`src/rtl/pipelined_cla_adder.sv`:
```
// Pipelined carry-lookahead adder/subtractor: one SEG_W-bit CLA segment per stage,
// carry registered between stages, single global advance for valid/ready flow control.
module pipelined_cla_adder #(
    parameter int WIDTH = 32,
    parameter int SEG_W = 8
) (
    input  logic             clk,
    input  logic             rst,
    input  logic             in_valid,
    output logic             in_ready,
    input  logic [WIDTH-1:0] a,
    input  logic [WIDTH-1:0] b,
    input  logic             cin,
    input  logic             sub,
    output logic             out_valid,
    input  logic             out_ready,
    output logic [WIDTH-1:0] sum,
    output logic             cout,
    output logic             ovf,
    output logic             zero
);
    localparam int NSEG = WIDTH / SEG_W;

    logic adv_s;
    logic ovf_r;
    logic zero_r;

    // Returns {carry into segment MSB, carry out, segment sum}; every carry is a
    // flat generate/propagate lookahead term rather than a ripple chain.
    function automatic logic [SEG_W+1:0] cla_seg(
        input logic [SEG_W-1:0] x,
        input logic [SEG_W-1:0] y,
        input logic             c0
    );
        logic [SEG_W-1:0] g;
        logic [SEG_W-1:0] p;
        logic [SEG_W-1:0] s;
        logic [SEG_W:0]   c;
        logic             acc;
        logic             pp;
        g    = x & y;
        p    = x ^ y;
        c[0] = c0;
        for (int i = 0; i < SEG_W; i++) begin
            acc = g[i];
            pp  = p[i];
            for (int j = i - 1; j >= 0; j--) begin
                acc = acc | (pp & g[j]);
                pp  = pp & p[j];
            end
            c[i+1] = acc | (pp & c0);
        end
        s = p ^ c[SEG_W-1:0];
        return {c[SEG_W-1], c[SEG_W], s};
    endfunction

    assign adv_s    = ~out_valid | out_ready;
    assign in_ready = adv_s;

    for (genvar k = 0; k < NSEG; k++) begin : g_stage
        logic             vld_r;
        logic [WIDTH-1:0] a_r;
        logic [WIDTH-1:0] b_r;
        logic [WIDTH-1:0] s_r;
        logic             c_r;
        logic             v_in_s;
        logic [WIDTH-1:0] a_in_s;
        logic [WIDTH-1:0] b_in_s;
        logic [WIDTH-1:0] s_in_s;
        logic             c_in_s;
        logic [SEG_W+1:0] cla_s;
        logic [WIDTH-1:0] s_nxt_s;
        logic             unused_s;

        if (k == 0) begin : g_head
            // Subtraction folds into the first stage as a + ~b + 1.
            assign v_in_s = in_valid;
            assign a_in_s = a;
            assign b_in_s = sub ? ~b : b;
            assign c_in_s = sub ? 1'b1 : cin;
            assign s_in_s = '0;
        end else begin : g_body
            assign v_in_s = g_stage[k-1].vld_r;
            assign a_in_s = g_stage[k-1].a_r;
            assign b_in_s = g_stage[k-1].b_r;
            assign c_in_s = g_stage[k-1].c_r;
            assign s_in_s = g_stage[k-1].s_r;
        end

        assign cla_s    = cla_seg(a_in_s[k*SEG_W +: SEG_W], b_in_s[k*SEG_W +: SEG_W], c_in_s);
        assign s_nxt_s  = s_in_s | (WIDTH'(cla_s[SEG_W-1:0]) << (k * SEG_W));
        assign unused_s = ^{a_r, b_r, cla_s[SEG_W+1]};

        // Stage register: valid moves on every advance, payload only with a real operation
        always_ff @(posedge clk) begin
            if (rst) begin
                vld_r <= 1'b0;
                a_r   <= '0;
                b_r   <= '0;
                s_r   <= '0;
                c_r   <= 1'b0;
            end else if (adv_s) begin
                vld_r <= v_in_s;
                if (v_in_s) begin
                    a_r <= a_in_s;
                    b_r <= b_in_s;
                    s_r <= s_nxt_s;
                    c_r <= cla_s[SEG_W];
                end
            end
        end

        if (k == NSEG - 1) begin : g_tail
            // Result flags, loaded together with the final stage so they hold across bubbles
            always_ff @(posedge clk) begin
                if (rst) begin
                    ovf_r  <= 1'b0;
                    zero_r <= 1'b0;
                end else if (adv_s && v_in_s) begin
                    ovf_r  <= cla_s[SEG_W+1] ^ cla_s[SEG_W];
                    zero_r <= (s_nxt_s == '0);
                end
            end
        end
    end

    assign out_valid = g_stage[NSEG-1].vld_r;
    assign sum       = g_stage[NSEG-1].s_r;
    assign cout      = g_stage[NSEG-1].c_r;
    assign ovf       = ovf_r;
    assign zero      = zero_r;

endmodule

```
`config.mk`:
```
export PLATFORM = sky130hd
export DESIGN_NAME = pipelined_cla_adder
export DESIGN_NICKNAME = d
export VERILOG_FILES = /design/src/rtl/pipelined_cla_adder.sv
export SDC_FILE = /design/constraint.sdc
export NUM_CORES = 1
export LEC_CHECK = 0
export CORE_ASPECT_RATIO = 0.5
export CORE_MARGIN = 5
export CORE_UTILIZATION = 35
export CTS_BUF_LIST = sky130_fd_sc_hd__clkbuf_2
export DETAILED_ROUTE_END_ITERATION = 7
export DONT_BUFFER_PORTS = 1
export PLACE_DENSITY = 0.59
export SLEW_MARGIN = 25
export SYNTH_ARGS = -nofsm -noshare
export SYNTH_HDL_FRONTEND = slang
export SYNTH_SLANG_ARGS = --single-unit
```
`constraint.sdc`:
```
create_clock -name clk -period 3.3 [get_ports clk]
set_clock_uncertainty 0.2 [all_clocks]
set_input_delay 0.495 -clock clk [delete_from_list [all_inputs] [get_ports clk]]
set_output_delay 0.495 -clock clk [all_outputs]
set_load 0.05 [all_outputs]
```
==> impl_metrics.toml <==
[floorplan]
die_w_um = 222
dieHeight_um = 116
placeableCoreArea_um2 = 21900
ios = 107
rows = 38
start_util_pct = 35.9
die-area_um2 = 25800

[finish]
syn2layout_area_growth_pct = 20.8
design_area_um2 = 9510
drive_above_1_share_pct = 5.16
n_fill_cell = 2183
fin_nets = 1140
final_cell_mix = "283 x nand2_1, 186 x dfxtp_1, 155 x a21oi_1"
final_common_cell = "nand2_1"
stdcell_count = 1349

[synth]
async_flop_share_pct = 0
syn_area_per_cell_um2 = 8.24
syn_area_um2 = 7880
synth-edff-count = 0
yosys_register_bits = 186
postSynthCellCount = 956
synth_warnings = 0
syn_nets = 1062
seq_area_frac_synth_pct = 47.3
synthFlopType = "dfxtp_1"
ys_types = 45

[global_route]
grt_overflow = 0
grt_pass1_wl_um = 32400
grt_max_degree = 169
grt_pass1_vias = 6215
antenna_found_initial = 2
track_usage_pct = 15.4

[cts]
clock_latency_ns = 0.71
cts_made_buffers = 17
cts_tree = "done"
htree_levels = 4
cts_setup_buffers = 0
ctsRootBufferMaster = "clkbuf_2"
hold_buffers = 112
clk_pin_slew_worst_paths_ns = 0.26
ctsResizeCount = 0
cts.sink_count = 186
cts_buffer_depth = 2

[sta]
rsz0062_at_grt = "false"
drv_slew = 0
fmax_mhz = 334
worst_pin_slew_ns = 0.692
setup_viol = 0
fin_crit_sh_pct = 90.8
hold_ws_ns = 0.0304
slew_headroom_pct = 53.9
hold_viol = 0
setup_tns_ns = 0
min_period_ns = 3.00

[power]
vdd_ir_drop_max_mv = 0.217
power_density_nw_per_um2 = 443
p_leak_nw = 3.63

[place]
dp_hpwl_um = 13900
io_buffers = 0
placed_cells = 1203
place_area_um2 = 8090
gp_congestion = 0.851

[detailed_routing]
routedWlPerCell_um = 14.7
drt_iter0_drc = 397
ant_nets = 0
detail_route.first_pass.iterations = 4
remaining_drc_errors = 0
viasPerCell = 4.80
wl_um = 19800
num_vias = 6478

[job]
drv_cap = 0

[critical_path]
critPathLaunch = "out_valid"
worstPathRequired_ns = 3.78
r2r_start = "out_valid"
worstPathMaxFanout = 24
arrival_ns = 3.48
start_kind = "flop"
end_kind = "flop"
worst-setup-path-type = "reg2reg"

[worst_hold_path]
min_from = "rst"
min_path_type = "in2reg"

[status]
status = "completed"
==> kinds of logic after synthesis <==
logic type	share of synthesized area, %
AND/OR/NAND/NOR	19.9
AO/OA/AOI/OAI	17.1
flip-flops	47.3
buffers and inverters	4.04
XOR/XNOR	5.45
adder cells (fa/ha/maj)	6.10
multiplexers	0.127
==> cell usage after synthesis, types with 8 or more instances <==
cell type  instances  area share [%]
nor2_1            46             2.2
buf_2             14            0.89
a211oi_1          37             3.5
dfxtp_1          186              47
a21o_1            11             1.0
inv_1             12            0.57
xnor2_1           32             3.6
nand2_1          283              13
xor2_1            17             1.9
nand3_1            8            0.51
ha_1              32             5.1
clkbuf_1          44             2.1
a21oi_1          155             9.9
==> worst paths after layout <==
kind              slack [ns]  depth (start not counted)                 end
setup reg to reg        0.30                          8  g_stage[0].a_r[28]
setup / recovery        0.30                          8  g_stage[0].a_r[28]
hold reg to reg         0.26                          2  g_stage[1].b_r[19]
hold / removal          0.03                          2             sum[27]
==> sequential cells by signal, indices dropped and copies added (netlist names), 3 cells and up <==
| register | flops |
|---|---|
| g_stage.a_r | 48 |
| g_stage.b_r | 48 |
| g_stage.c_r | 3 |
| g_stage.s_r | 48 |
| g_stage.vld_r | 3 |
| sum | 32 |
==> per-layer routing <==
metal | global-route usage [%] | share of wire, % | vias to the layer above
met2 | 22.5 | 40 | 114
met3 | 4.40 | 6.8 | 16
met4 | 3.90 | 1.1 | 0
met5 | 0 | 0 | -
met1 | 22.5 | 52 | 2968
li1 | - | - | 3380
==> power breakdown <==
part           internal, mW  total, mW  switching [mW]
sequential             2.34       2.40          0.0613
combinational         0.258      0.525           0.267
clock                 0.504       1.29           0.782
==> worst max-delay path: stages, from the launching register on <==
cell and delay, ns:
dfxtp_1 0.37, buf_4 0.19, and2b_1 0.27, inv_2 0.21, nand2_1 0.49, buf_4 0.38, nand2_1 0.09, a21oi_1 0.16
dlygate4sd3_1 0.57
==> through the flow <==
step,util [%],power [mW],setup WS [ns]
final,43.4,4.21,0.304
after global routing,43.4,4.41,0.0823
after CTS,43.4,4.24,0.340
after detailed placement,36.9,2.81,0.724
after global placement,36.9,2.80,0.798
after floorplan,-,2.76,0.570
==> area by class of cell <==
class	instances	area (µm²)	area share, %
Clock inverter	14	191	2.01
Sequential cell	186	3720	39.2
Multi-Input combinational cell	692	3830	40.3
Antenna cell	2	5.00	0.0526
Timing Repair Buffer	124	1240	13.1
Clock buffer	18	90.1	0.947
Tap cell	300	375	3.95
Inverter	13	48.8	0.513
No activity file was read; power rests on OpenSTA's default activity.
